### src/rtl/iob_fifo2stream_pkg.sv
// Shared constants and types for the iob_fifo2stream FIFO read-drain engine.
package iob_fifo2stream_pkg;
  localparam int BUF_DEPTH = 2;
  localparam int OCC_W     = 2;

  typedef enum logic [OCC_W-1:0] {
    OCC_EMPTY = 2'd0,
    OCC_ONE   = 2'd1,
    OCC_TWO   = 2'd2
  } occ_e;
endpackage

### src/rtl/iob_fifo2stream_buf.sv
// Two-entry output buffer: entry 0 is always the head, pushes land at the tail.
module iob_fifo2stream_buf
  import iob_fifo2stream_pkg::*;
#(
  parameter int DATA_W = 8
) (
  input  logic              i_clk,
  input  logic              i_rst,
  input  logic              i_push,
  input  logic              i_pop,
  input  logic [DATA_W-1:0] i_data,
  output logic              o_valid,
  output logic [DATA_W-1:0] o_head,
  output logic [OCC_W-1:0]  o_occ
);
  occ_e              r_occ;
  logic [DATA_W-1:0] r_mem [BUF_DEPTH];
  logic              w_pop;

  assign w_pop   = i_pop & (r_occ != OCC_EMPTY);
  assign o_valid = (r_occ != OCC_EMPTY);
  assign o_head  = r_mem[0];
  assign o_occ   = r_occ;

  always_ff @(posedge i_clk) begin
    if (i_rst) begin
      r_occ <= OCC_EMPTY;
      for (int i = 0; i < BUF_DEPTH; i++) r_mem[i] <= '0;
    end else begin
      case (r_occ)
        OCC_EMPTY: if (i_push) begin
          r_mem[0] <= i_data;
          r_occ    <= OCC_ONE;
        end
        OCC_ONE: case ({i_push, w_pop})
          2'b10: begin
            r_mem[1] <= i_data;
            r_occ    <= OCC_TWO;
          end
          2'b01:   r_occ <= OCC_EMPTY;
          2'b11:   r_mem[0] <= i_data;
          default: ;
        endcase
        OCC_TWO: if (w_pop) begin
          // head advances; a simultaneous push refills the tail
          r_mem[0] <= r_mem[1];
          if (i_push) r_mem[1] <= i_data;
          else        r_occ    <= OCC_ONE;
        end
        default: r_occ <= OCC_EMPTY;
      endcase
    end
  end
endmodule

### src/rtl/iob_fifo2stream.sv
// Drains a 1-cycle-latency FIFO read port into a valid/ready stream at full rate.
// Define IOB_FIFO2STREAM_LAST_EN to add a BURST_LEN beat counter driving o_m_last.
module iob_fifo2stream
  import iob_fifo2stream_pkg::*;
#(
  parameter int DATA_W    = 8,
  parameter int BURST_LEN = 16
) (
  input  logic              i_clk,
  input  logic              i_rst,
  input  logic              i_fifo_empty,
  output logic              o_fifo_read_en,
  input  logic [DATA_W-1:0] i_fifo_data,
  output logic              o_m_valid,
  input  logic              i_m_ready,
  output logic [DATA_W-1:0] o_m_data,
  output logic              o_m_last
);
  logic             r_infl;
  logic             w_pop;
  logic [OCC_W-1:0] w_occ;

  if (BURST_LEN < 1 || BURST_LEN > 65535) begin : g_bad_burst
    $error("iob_fifo2stream: BURST_LEN out of range 1..65535");
  end

  assign w_pop = o_m_valid & i_m_ready;

  // A slot is free if occupied + in-flight words, minus this cycle's pop, leave room.
  assign o_fifo_read_en = ~i_rst & ~i_fifo_empty &
                          (({1'b0, w_occ} + {2'b00, r_infl}) < (3'd2 + {2'b00, w_pop}));

  always_ff @(posedge i_clk) begin
    if (i_rst) r_infl <= 1'b0;
    else       r_infl <= o_fifo_read_en;
  end

  iob_fifo2stream_buf #(.DATA_W(DATA_W)) u_buf (
    .i_clk   (i_clk),
    .i_rst   (i_rst),
    .i_push  (r_infl),
    .i_pop   (w_pop),
    .i_data  (i_fifo_data),
    .o_valid (o_m_valid),
    .o_head  (o_m_data),
    .o_occ   (w_occ)
  );

`ifdef IOB_FIFO2STREAM_LAST_EN
  localparam int CNT_W = $clog2(BURST_LEN + 1);
  logic [CNT_W-1:0] r_cnt;

  assign o_m_last = o_m_valid & (r_cnt == CNT_W'(BURST_LEN - 1));

  always_ff @(posedge i_clk) begin
    if (i_rst)      r_cnt <= '0;
    else if (w_pop) r_cnt <= o_m_last ? '0 : r_cnt + 1'b1;
  end
`else
  assign o_m_last = 1'b0;
`endif
endmodule

### config.mk
export PLATFORM = sky130hd
export DESIGN_NAME = iob_fifo2stream
export DESIGN_NICKNAME = d
export VERILOG_FILES = /design/src/rtl/iob_fifo2stream_pkg.sv /design/src/rtl/iob_fifo2stream_buf.sv /design/src/rtl/iob_fifo2stream.sv
export SDC_FILE = /design/constraint.sdc
export NUM_CORES = 1
export LEC_CHECK = 0
export ABC_AREA = 0
export CORE_MARGIN = 10
export CORE_UTILIZATION = 25
export CTS_CLUSTER_SIZE = 30
export DETAILED_ROUTE_END_ITERATION = 8
export GPL_ROUTABILITY_DRIVEN = 0
export PLACE_DENSITY = 0.46
export SETUP_SLACK_MARGIN = 0.2
export SLEW_MARGIN = 20
export SYNTH_ARGS = -nofsm -noshare
export SYNTH_HDL_FRONTEND = slang
export SYNTH_SLANG_ARGS = --single-unit
### constraint.sdc
create_clock -name i_clk -period 2.1 [get_ports i_clk]
set_clock_uncertainty 0.1 [all_clocks]
set_input_delay 0.315 -clock i_clk [delete_from_list [all_inputs] [get_ports i_clk]]
set_output_delay 0.315 -clock i_clk [all_outputs]
set_load 0.01 [all_outputs]
==> results of run 1 <==
==> path summary, 6_finish.rpt <==
path	endpoint	start	cells past startpoint	slack, ns
setup reg to reg	u_buf.r_mem[0][3]	u_buf.o_occ[0]	5	0.57
hold / removal	u_buf.r_mem[0][7]	u_buf.r_mem[0][15]	1	0.44
hold reg to reg	u_buf.r_mem[0][7]	u_buf.r_mem[0][15]	1	0.44
setup / recovery	o_fifo_read_en	r_infl	4	0.22
==> power by group through the flow <==
stage          combinational [mW]  sequential, mW  clock (mW)
6_report                    0.121           0.441       0.255
5_1_grt                     0.132           0.442       0.284
4_1_cts                     0.123           0.441       0.263
3_5_place_dp                0.122           0.448           0
3_3_place_gp                0.121           0.447           0
2_1_floorplan              0.0631           0.447           0
==> synth_stat cells, types with 2 or more instances <==
| cell | instances |
|---|---|
| and2_1 | 8 |
| a22o_1 | 8 |
| nor2_2 | 2 |
| dfxtp_1 | 3 |
| ha_1 | 2 |
| edfxtp_1 | 16 |
| nand2b_1 | 4 |
| buf_4 | 9 |
| nand3b_1 | 2 |
==> registers in the layout, summed over array words and instances, names as in the netlist <==
signal	cells
u_buf.r_mem	16
u_buf.o_occ	2
r_infl	1
==> timing repair <==
item | in CTS | in global routing
pin swaps | 1 | 0
gates resized for setup | 10 | 2
endpoints found under the setup margin | 1 | 5
gates cloned | 0 | 0
==> kinds of logic after synthesis <==
group,after synthesis
AO/OA/AOI/OAI,16
adder cells (fa/ha/maj),2
buffers and inverters,10
flip-flops,19
other,1
AND/OR/NAND/NOR,21
==> cell type report <==
class | count | share of cell area [%]
clock buffer | 3 | 3.195
sequential | 19 | 42.11
timing repair buffer | 29 | 21.68
multi-input combinational | 40 | 27.98
tap | 48 | 4.647
clock inverter | 1 | 0.3872
==> layer usage <==
metal / part of all wire, % / track usage (%)
met1: 37 / 5.471
met2: 54 / 10.03
met3: 6.8 / 2.511
met4: 2.6 / 3.571
met5: 0 / 0
==> through the flow <==
stage	worst slack (ns)	power, mW
2_1_floorplan	0.5034	0.5101
4_1_cts	0.2024	0.8278
6_report	0.2243	0.8171
5_1_grt	0.1513	0.8588
3_3_place_gp	-0.1825	0.5678
3_5_place_dp	-0.1959	0.5707
==> critical path: stages, from the launching register on <==
cell	delay [ns]
dfxtp_2	0.34
ha_4	0.16
ha_4	0.22
a2111oi_4	0.31
buf_2	0.18
==> run metrics, run 1 <==
status=complete, no violations; # H-tree levels=1; commonest cells after routing, fill and taps aside=19 x clkdlybuf4s50_1, 16 x edfxtp_1, 8 x and2_1, 8 x a22o_1, 7 x buf_4; Synth Net Count=83; synth unique cells=24; unrepaired setup endpoints after global routing=yes; xor-xnor portion of the synthesized cell area=0%; Post-synth top flop=edfxtp_1; Post-CTS Hold Fix Bufs=0; root buf cell=clkbuf_8; PwrDens=~630 nW/um^2; first-pass GRT wire length=approximately 2800 um; min Tclk post-route=roughly 1.9 ns; Yosys top cell area share=50.66%; largest family of logic cells by synthesized area=compound AO/OA/AOI/OAI gates; CTS Buf Count=3; EDFF count, synth=16; largest net degree at the start of global routing=12; Peak Freq=~530 MHz; Critical Path AT=1.46 ns; footprint of the multi-input gates=between 300 and 400 sq um; Ant. Diodes=0; detailed-route via count=roughly 600; Worst Setup Path Type=flip-flop to output pin; Finished Core Util=approximately a third; core area=between 3000 and 4000 sq um; worst hold slack=around 0.44 ns; Internal Power=0.6367 mW; layout cells sized above 1=28.26%; Die Height=between 80 and 90 um; clock insertion delay at the later pin of the skew report=approximately 0.26 ns; endpoint class of the critical path=output pin; post-synthesis mux area share=0%; DRT Pass-1 Iters=3; peak supply drop=0.3247 mV; Crit path required time=between 1.5 and 2 ns; clock-pin slew on the worst setup and hold paths=approximately 0.070 ns; drt via density=4.314; Synth area leader=edfxtp_1; post-DP HPWL=1421 um; P_sw=0.1804 mW; Area contributors post-synth=edfxtp_1 51%, a22o_1 7.4%, buf_4 7.1%; adder-cell share of the synthesized area=2.639%; commonest non-fill, non-tap cell in the layout=clkdlybuf4s50_1; postcts setup bufs=0; CP max FO=2; Routed Antenna Nets=0; Async SR Flop Fraction=0%; WL final=1832 um; GRT Overall Usage=roughly 5.7%; setup violators final=0; Post-Synthesis Cells=69; Switching Fraction=around 22%; setup TNS=0 ns; Min-Delay Path Class=flip-flop to flip-flop; DRC viols=0; leakage=0.4979 nW; placed instance count=about 140; Max Slew Vio Count=0; wire per inst=between 10 and 15 um; FP Rows=22; grt ovf=0; average size of a mapped cell=~14 sq um; Flop pwr share=between 50% and 60%; num ports=23; Synth Area in Compound Gates=16.62%; Bufs on Longest Clock Path=2; FF+latch count, synth=19; TritonCTS clock tree=done; number of fillers in the final layout=between 300 and 400; die width=81.59 um; Area Overhead vs Synth=36.28%; port buffer count=21; sequential fraction of the synthesis area=56.99%; Final period util=89.32%; maxcap violations=0; vias in the first global route=slightly above 600; sequential cell area=544.3 sq um; final hold vios=0; Yosys warnings=0; Worst Setup Start Kind=flip-flop; Initial Util=between 20% and 30%; Gate power share=between 10% and 20%; Die ar.=approximately 6700 sq um; NumNets Final=107; antenna violations before repair=0; Synth Cell Area=between 900 and 1000 sq um; Initial DRC Count=70; Non-Filler Instances=between 100 and 150; Synth Area in Simple Gates=approximately 16%; TritonCTS Sinks=19; DP Area=roughly 1200 sq um; Clock power frac=a little under a third; final instance area=roughly 1300 sq um
Note: power is estimated with default switching activity, not from simulation.
==> run 2: changes to the inputs <==
==> constraint.sdc (replaced) <==
create_clock -name i_clk -period 2.1 [get_ports i_clk]
set_clock_uncertainty 0.1 [all_clocks]
set_input_delay 0.21 -clock i_clk [delete_from_list [all_inputs] [get_ports i_clk]]
set_output_delay 0.21 -clock i_clk [all_outputs]
set_load 0.01 [all_outputs]
==> run 2 against run 1 <==
Sequential share of layout area increased by 1.7 points. Highest routed layer unchanged. Non-clock buffer count down 3. Die area unchanged. Wire length is the same.
==> run metrics, run 2 (synthesis gave the netlist of run 1 again) <==
setup violators final=0 (unchanged); post-DP HPWL=1395 um (-1.9%); Final period util=85.73% (-3.6 points); final instance area=1244 sq um (-3.8%); Area Overhead vs Synth=31.13%; leakage=0.4629 nW (-7.0%); Worst Setup Start Kind=flip-flop; port buffer count=21 (unchanged); largest net degree at the start of global routing=12 (unchanged); GRT Overall Usage=5.657% (-0.089 points); PwrDens=644.5 nW/um^2 (+1.9%); clock insertion delay at the later pin of the skew report=0.25 ns (about the same); wire per inst=13.37 um (+2.2%); Bufs on Longest Clock Path=2 (unchanged); detailed-route via count=580 (-4.0%); commonest cells after routing, fill and taps aside=20 x clkdlybuf4s50_1, 16 x edfxtp_1, 8 x and2_1, 8 x a22o_1, 5 x buf_4; DP Area=1184 sq um (-2.9%); root buf cell=clkbuf_8; FP Rows=22 (unchanged); Min-Delay Path Class=flip-flop to flip-flop; Initial DRC Count=45 (-36%); num ports=23 (unchanged); DRC viols=0 (unchanged); Worst Setup Path Type=flip-flop to output pin; Reg2Reg Setup Slack=0.49 ns (-0.08 ns); commonest non-fill, non-tap cell in the layout=clkdlybuf4s50_1; # H-tree levels=1 (unchanged); grt ovf=0 (unchanged); Routed Antenna Nets=0 (unchanged); Initial Util=25.91% (unchanged); Peak Freq=555.5 MHz (+4.2%); first-pass GRT wire length=2822 um (+0.50%); vias in the first global route=591 (-2.8%); peak supply drop=0.2582 mV (-20%); max reg flops=16 (unchanged); Finished Core Util=33.97% (-1.3 points); DRT Pass-1 Iters=4 (+1); endpoint class of the critical path=output pin; clock-pin slew on the worst setup and hold paths=0.07 ns (about the same); antenna violations before repair=0 (unchanged); drt via density=4.234 (-1.9%); layout cells sized above 1=24.72% (-3.5 points); postcts setup bufs=0 (unchanged); Die Height=81.59 um (unchanged); TritonCTS clock tree=done; die width=81.59 um (unchanged); NumNets Final=104 (-2.8%); Max Slew Vio Count=0 (unchanged); maxcap violations=0 (unchanged); Critical Path AT=1.49 ns (+0.03 ns); Die ar.=6657 sq um (unchanged); setup TNS=0 ns (unchanged); min Tclk post-route=1.800 ns (-0.07551 ns); WL final=1832 um (unchanged); worst hold slack=0.4417 ns (-0.001623 ns); final hold vios=0 (unchanged); status=complete, no violations; Crit path required time=1.79 ns (+0.11 ns); largest register by flop count=u_buf.r_mem; TritonCTS Sinks=19 (unchanged); unrepaired setup endpoints after global routing=no; CTS Buf Count=3 (unchanged); CP max FO=2 (unchanged); Ant. Diodes=0 (unchanged); core area=3661 sq um (unchanged)
## run 2: cell count changes in the layout (fill, tap and decap cells not counted), sizes merged
cell	delta
buf	-3
clkdlybuf4s50	+1
dlymetal6s2s	-1
## run 2: report_power, final
group | total (mW) | leakage (nW) | internal (mW) | switching [mW]
Sequential | 0.440 | 0.193 | 0.433 | 0.00649
Clock | 0.248 | 0.0255 | 0.132 | 0.116
Combinational | 0.114 | 0.244 | 0.0651 | 0.0487
Total | 0.802 | 0.463 | 0.630 | 0.172
## run 2: what timing repair did
action	CTS	global route
resized for setup	4	5
setup endpoints to repair	1	1
pin swaps	0	1
hold buffers	0	0
## run 2: layout make-up
| cell class | instances | area (sq um) |
|---|---|---|
| Clock buffer | 3 | 41.29 |
| Clock inverter | 1 | 5.005 |
| Fill cell | 378 | 2417 |
| Multi-Input combinational cell | 40 | 350.3 |
| Sequential cell | 19 | 544.3 |
| Tap cell | 48 | 60.06 |
| Timing Repair Buffer | 26 | 242.7 |
## run 2: final timing paths
check	startpoint	end	cells after the start
max	r_infl	o_fifo_read_en	4
min	u_buf.r_mem[0][14]	u_buf.r_mem[0][6]	1
max reg2reg	u_buf.o_occ[0]	u_buf.r_mem[0][9]	4
min reg2reg	u_buf.r_mem[0][14]	u_buf.r_mem[0][6]	1
## run 2: critical path: stages, from the launching register on
cell	delay [ns]
dfxtp_2	0.32
ha_2	0.19
ha_4	0.23
a2111oi_4	0.32
buf_2	0.18
## run 2: layer usage
layer	up-vias	track usage, %	share of wire [%]
met5	-	0	0
met4	0	4.082	0.93
met3	2	1.638	6.3
met2	16	8.847	52
met1	275	6.489	40
li1	287	-	-
## run 2: through the flow
step                      total power, mW  std cells  worst slack [ns]
final                              0.8015        137            0.2998
after global routing               0.8436        137            0.2067
after CTS                          0.8178        137            0.2152
after detailed placement           0.5630        133           0.01428
after global placement             0.5612        133           0.02698
after floorplan                    0.5101         69            0.6084
==> run 3: changes to the inputs <==
--- a/config.mk
+++ b/config.mk
@@ -12,6 +12,7 @@
 export DETAILED_ROUTE_END_ITERATION = 8
 export GPL_ROUTABILITY_DRIVEN = 0
 export PLACE_DENSITY = 0.46
+export REMOVE_ABC_BUFFERS = 1
 export SETUP_SLACK_MARGIN = 0.2
 export SLEW_MARGIN = 20
 export SYNTH_ARGS = -nofsm -noshare
==> run 3 against run 2 <==
Worst hold slack better by 0.0049 ns. Count of clock-buffer cells in the layout unchanged. Utilization down 0.34 points. Global-route usage down 0.070 points. Sequential share of layout area up 0.24 points. Fmax down 1.7%. Largest power group unchanged.
==> run metrics, run 3 (synthesis gave the netlist of run 1 again) <==
status=complete, no violations; Initial DRC Count=34 (-24%); Max Slew Vio Count=0 (unchanged); Die Height=81.59 um (unchanged); postcts setup bufs=0 (unchanged); Hold EP=u_buf.r_mem[0][0]; Non-Filler Instances=136 (-0.73%); Area Overhead vs Synth=29.82%; Critical R2R Launch=u_buf.o_occ[0]; DRT Pass-1 Iters=4 (unchanged); CP max stage cell=dfxtp_1; CP max FO=2 (unchanged); grt ovf=0 (unchanged); Critical Path AT=1.52 ns (+0.03 ns); Ant. Diodes=0 (unchanged); P_sw=0.1740 mW (+1.5%); commonest non-fill, non-tap cell in the layout=clkdlybuf4s50_1; CP Buf/Inv Count=1 (unchanged); wire per inst=12.65 um (-5.4%); core area=3661 sq um (unchanged); num ports=23 (unchanged); Internal Power=0.6284 mW (-0.25%); Worst Setup Path Type=flip-flop to output pin; hold depth=1 (unchanged); clock insertion delay at the later pin of the skew report=0.26 ns (about the same); DP Area=1176 sq um (-0.63%); Min-Delay Path Class=flip-flop to flip-flop; first-pass GRT wire length=2829 um (+0.25%); Crit path required time=1.79 ns (about the same); placed instance count=132 (-0.75%); final instance area=1231 sq um (-1.0%); Final period util=87.20% (+1.5 points); maxcap violations=0 (unchanged); WL final=1720 um (-6.1%); PwrDens=651.8 nW/um^2 (+1.1%); peak supply drop=0.1994 mV (-23%); commonest cells after routing, fill and taps aside=20 x clkdlybuf4s50_1, 16 x edfxtp_1, 8 x and2_1, 8 x a22o_1; critical path's top delay family=adder cells; leakage=0.4606 nW (-0.52%); Routed Antenna Nets=0 (unchanged); vias in the first global route=588 (-0.51%); setup violators final=0 (unchanged); Peak Freq=546.1 MHz (-1.7%); largest register by flop count=u_buf.r_mem; DRC viols=0 (unchanged); GRT Overall Usage=5.588% (-0.070 points); setup TNS=0 ns (unchanged); Die ar.=6657 sq um (unchanged); Gate power share=13.9% (-0.3 points); min Tclk post-route=1.831 ns (+0.03100 ns); post-DP HPWL=1346 um (-3.5%); CP Cell Sequence=ha_1 > ha_4 > a2111oi_4 > buf_2; CTS Buf Count=3 (unchanged); Clock power frac=31.4% (+0.4 points); cell count of the worst reg-to-reg path=4 (unchanged); Reg2Reg Setup Slack=0.53 ns (+0.04 ns); hold path start=u_buf.r_mem[0][8]; clock-pin slew on the worst setup and hold paths=0.07 ns (about the same); root buf cell=clkbuf_8; die width=81.59 um (unchanged); Worst Setup Start Kind=flip-flop; number of fillers in the final layout=365 (-3.4%); worst reg2reg endpoint=u_buf.r_mem[0][10]; Switching Fraction=21.69% (+0.29 points); TritonCTS Sinks=19 (unchanged); antenna violations before repair=0 (unchanged); endpoint class of the critical path=output pin; FP Rows=22 (unchanged); max reg flops=16 (unchanged); detailed-route via count=571 (-1.6%); TritonCTS clock tree=done; unrepaired setup endpoints after global routing=no; Flop pwr share=54.7% (about the same); drt via density=4.199 (-0.83%); Max stage delay on crit path=0.31 ns (about the same); port buffer count=21 (unchanged); Bufs on Longest Clock Path=2 (unchanged); # H-tree levels=1 (unchanged); final hold vios=0 (unchanged); Post-CTS Hold Fix Bufs=0 (unchanged); NumNets Final=103 (-0.96%); largest net degree at the start of global routing=12 (unchanged); layout cells sized above 1=20.45% (-4.3 points); Initial Util=25.91% (unchanged)
[run 3: worst max path at each step]
stage                     depth (start not counted)        endpoint       from
after detailed placement                          4  o_fifo_read_en  i_m_ready
after global placement                            4  o_fifo_read_en  i_m_ready
after CTS                                         4  o_fifo_read_en     r_infl
after floorplan                                   3  o_fifo_read_en     r_infl
after global routing                              4  o_fifo_read_en     r_infl
final                                             4  o_fifo_read_en     r_infl
[run 3: what timing repair did]
| action | CTS | global route |
|---|---|---|
| setup endpoints to repair | 1 | 1 |
| pin swaps | 0 | 1 |
| resized for setup | 4 | 2 |
[run 3: per-stage QoR]
stage	util, %	total power [mW]	hold WS [ns]	worst slack [ns]
2_1_floorplan	-	0.4915	0.1789	0.6084
3_3_place_gp	32.13	0.5590	0.4324	0.02836
3_5_place_dp	32.13	0.5614	0.4344	0.01949
4_1_cts	33.25	0.8174	0.4520	0.2182
5_1_grt	33.63	0.8437	0.4815	0.2023
6_report	33.63	0.8025	0.4466	0.2688
[run 3: routing by layer]
| metal | track usage (%) | wire length (um) |
|---|---|---|
| met5 | 0 | 0 |
| met4 | 4.592 | 63 |
| met3 | 1.528 | 137 |
| met2 | 8.136 | 777 |
| met1 | 6.734 | 742 |
[run 3: area by class of cell]
type                            count  area (sq um)  area share (%)
Timing Repair Buffer               25         235.2           19.11
Multi-Input combinational cell     40         347.8           28.25
Sequential cell                    19         541.8           44.00
Clock inverter                      1         5.005          0.4065
Tap cell                           48         60.06           4.878
Clock buffer                        3         41.29           3.354
[run 3: power groups by stage]
stage / Clock (mW) / Combinational, mW / Sequential (mW)
after floorplan: 0 / 0.0375 / 0.454
after global placement: 0 / 0.112 / 0.447
after detailed placement: 0 / 0.114 / 0.448
after CTS: 0.265 / 0.113 / 0.439
after global routing: 0.280 / 0.122 / 0.441
final: 0.252 / 0.111 / 0.439
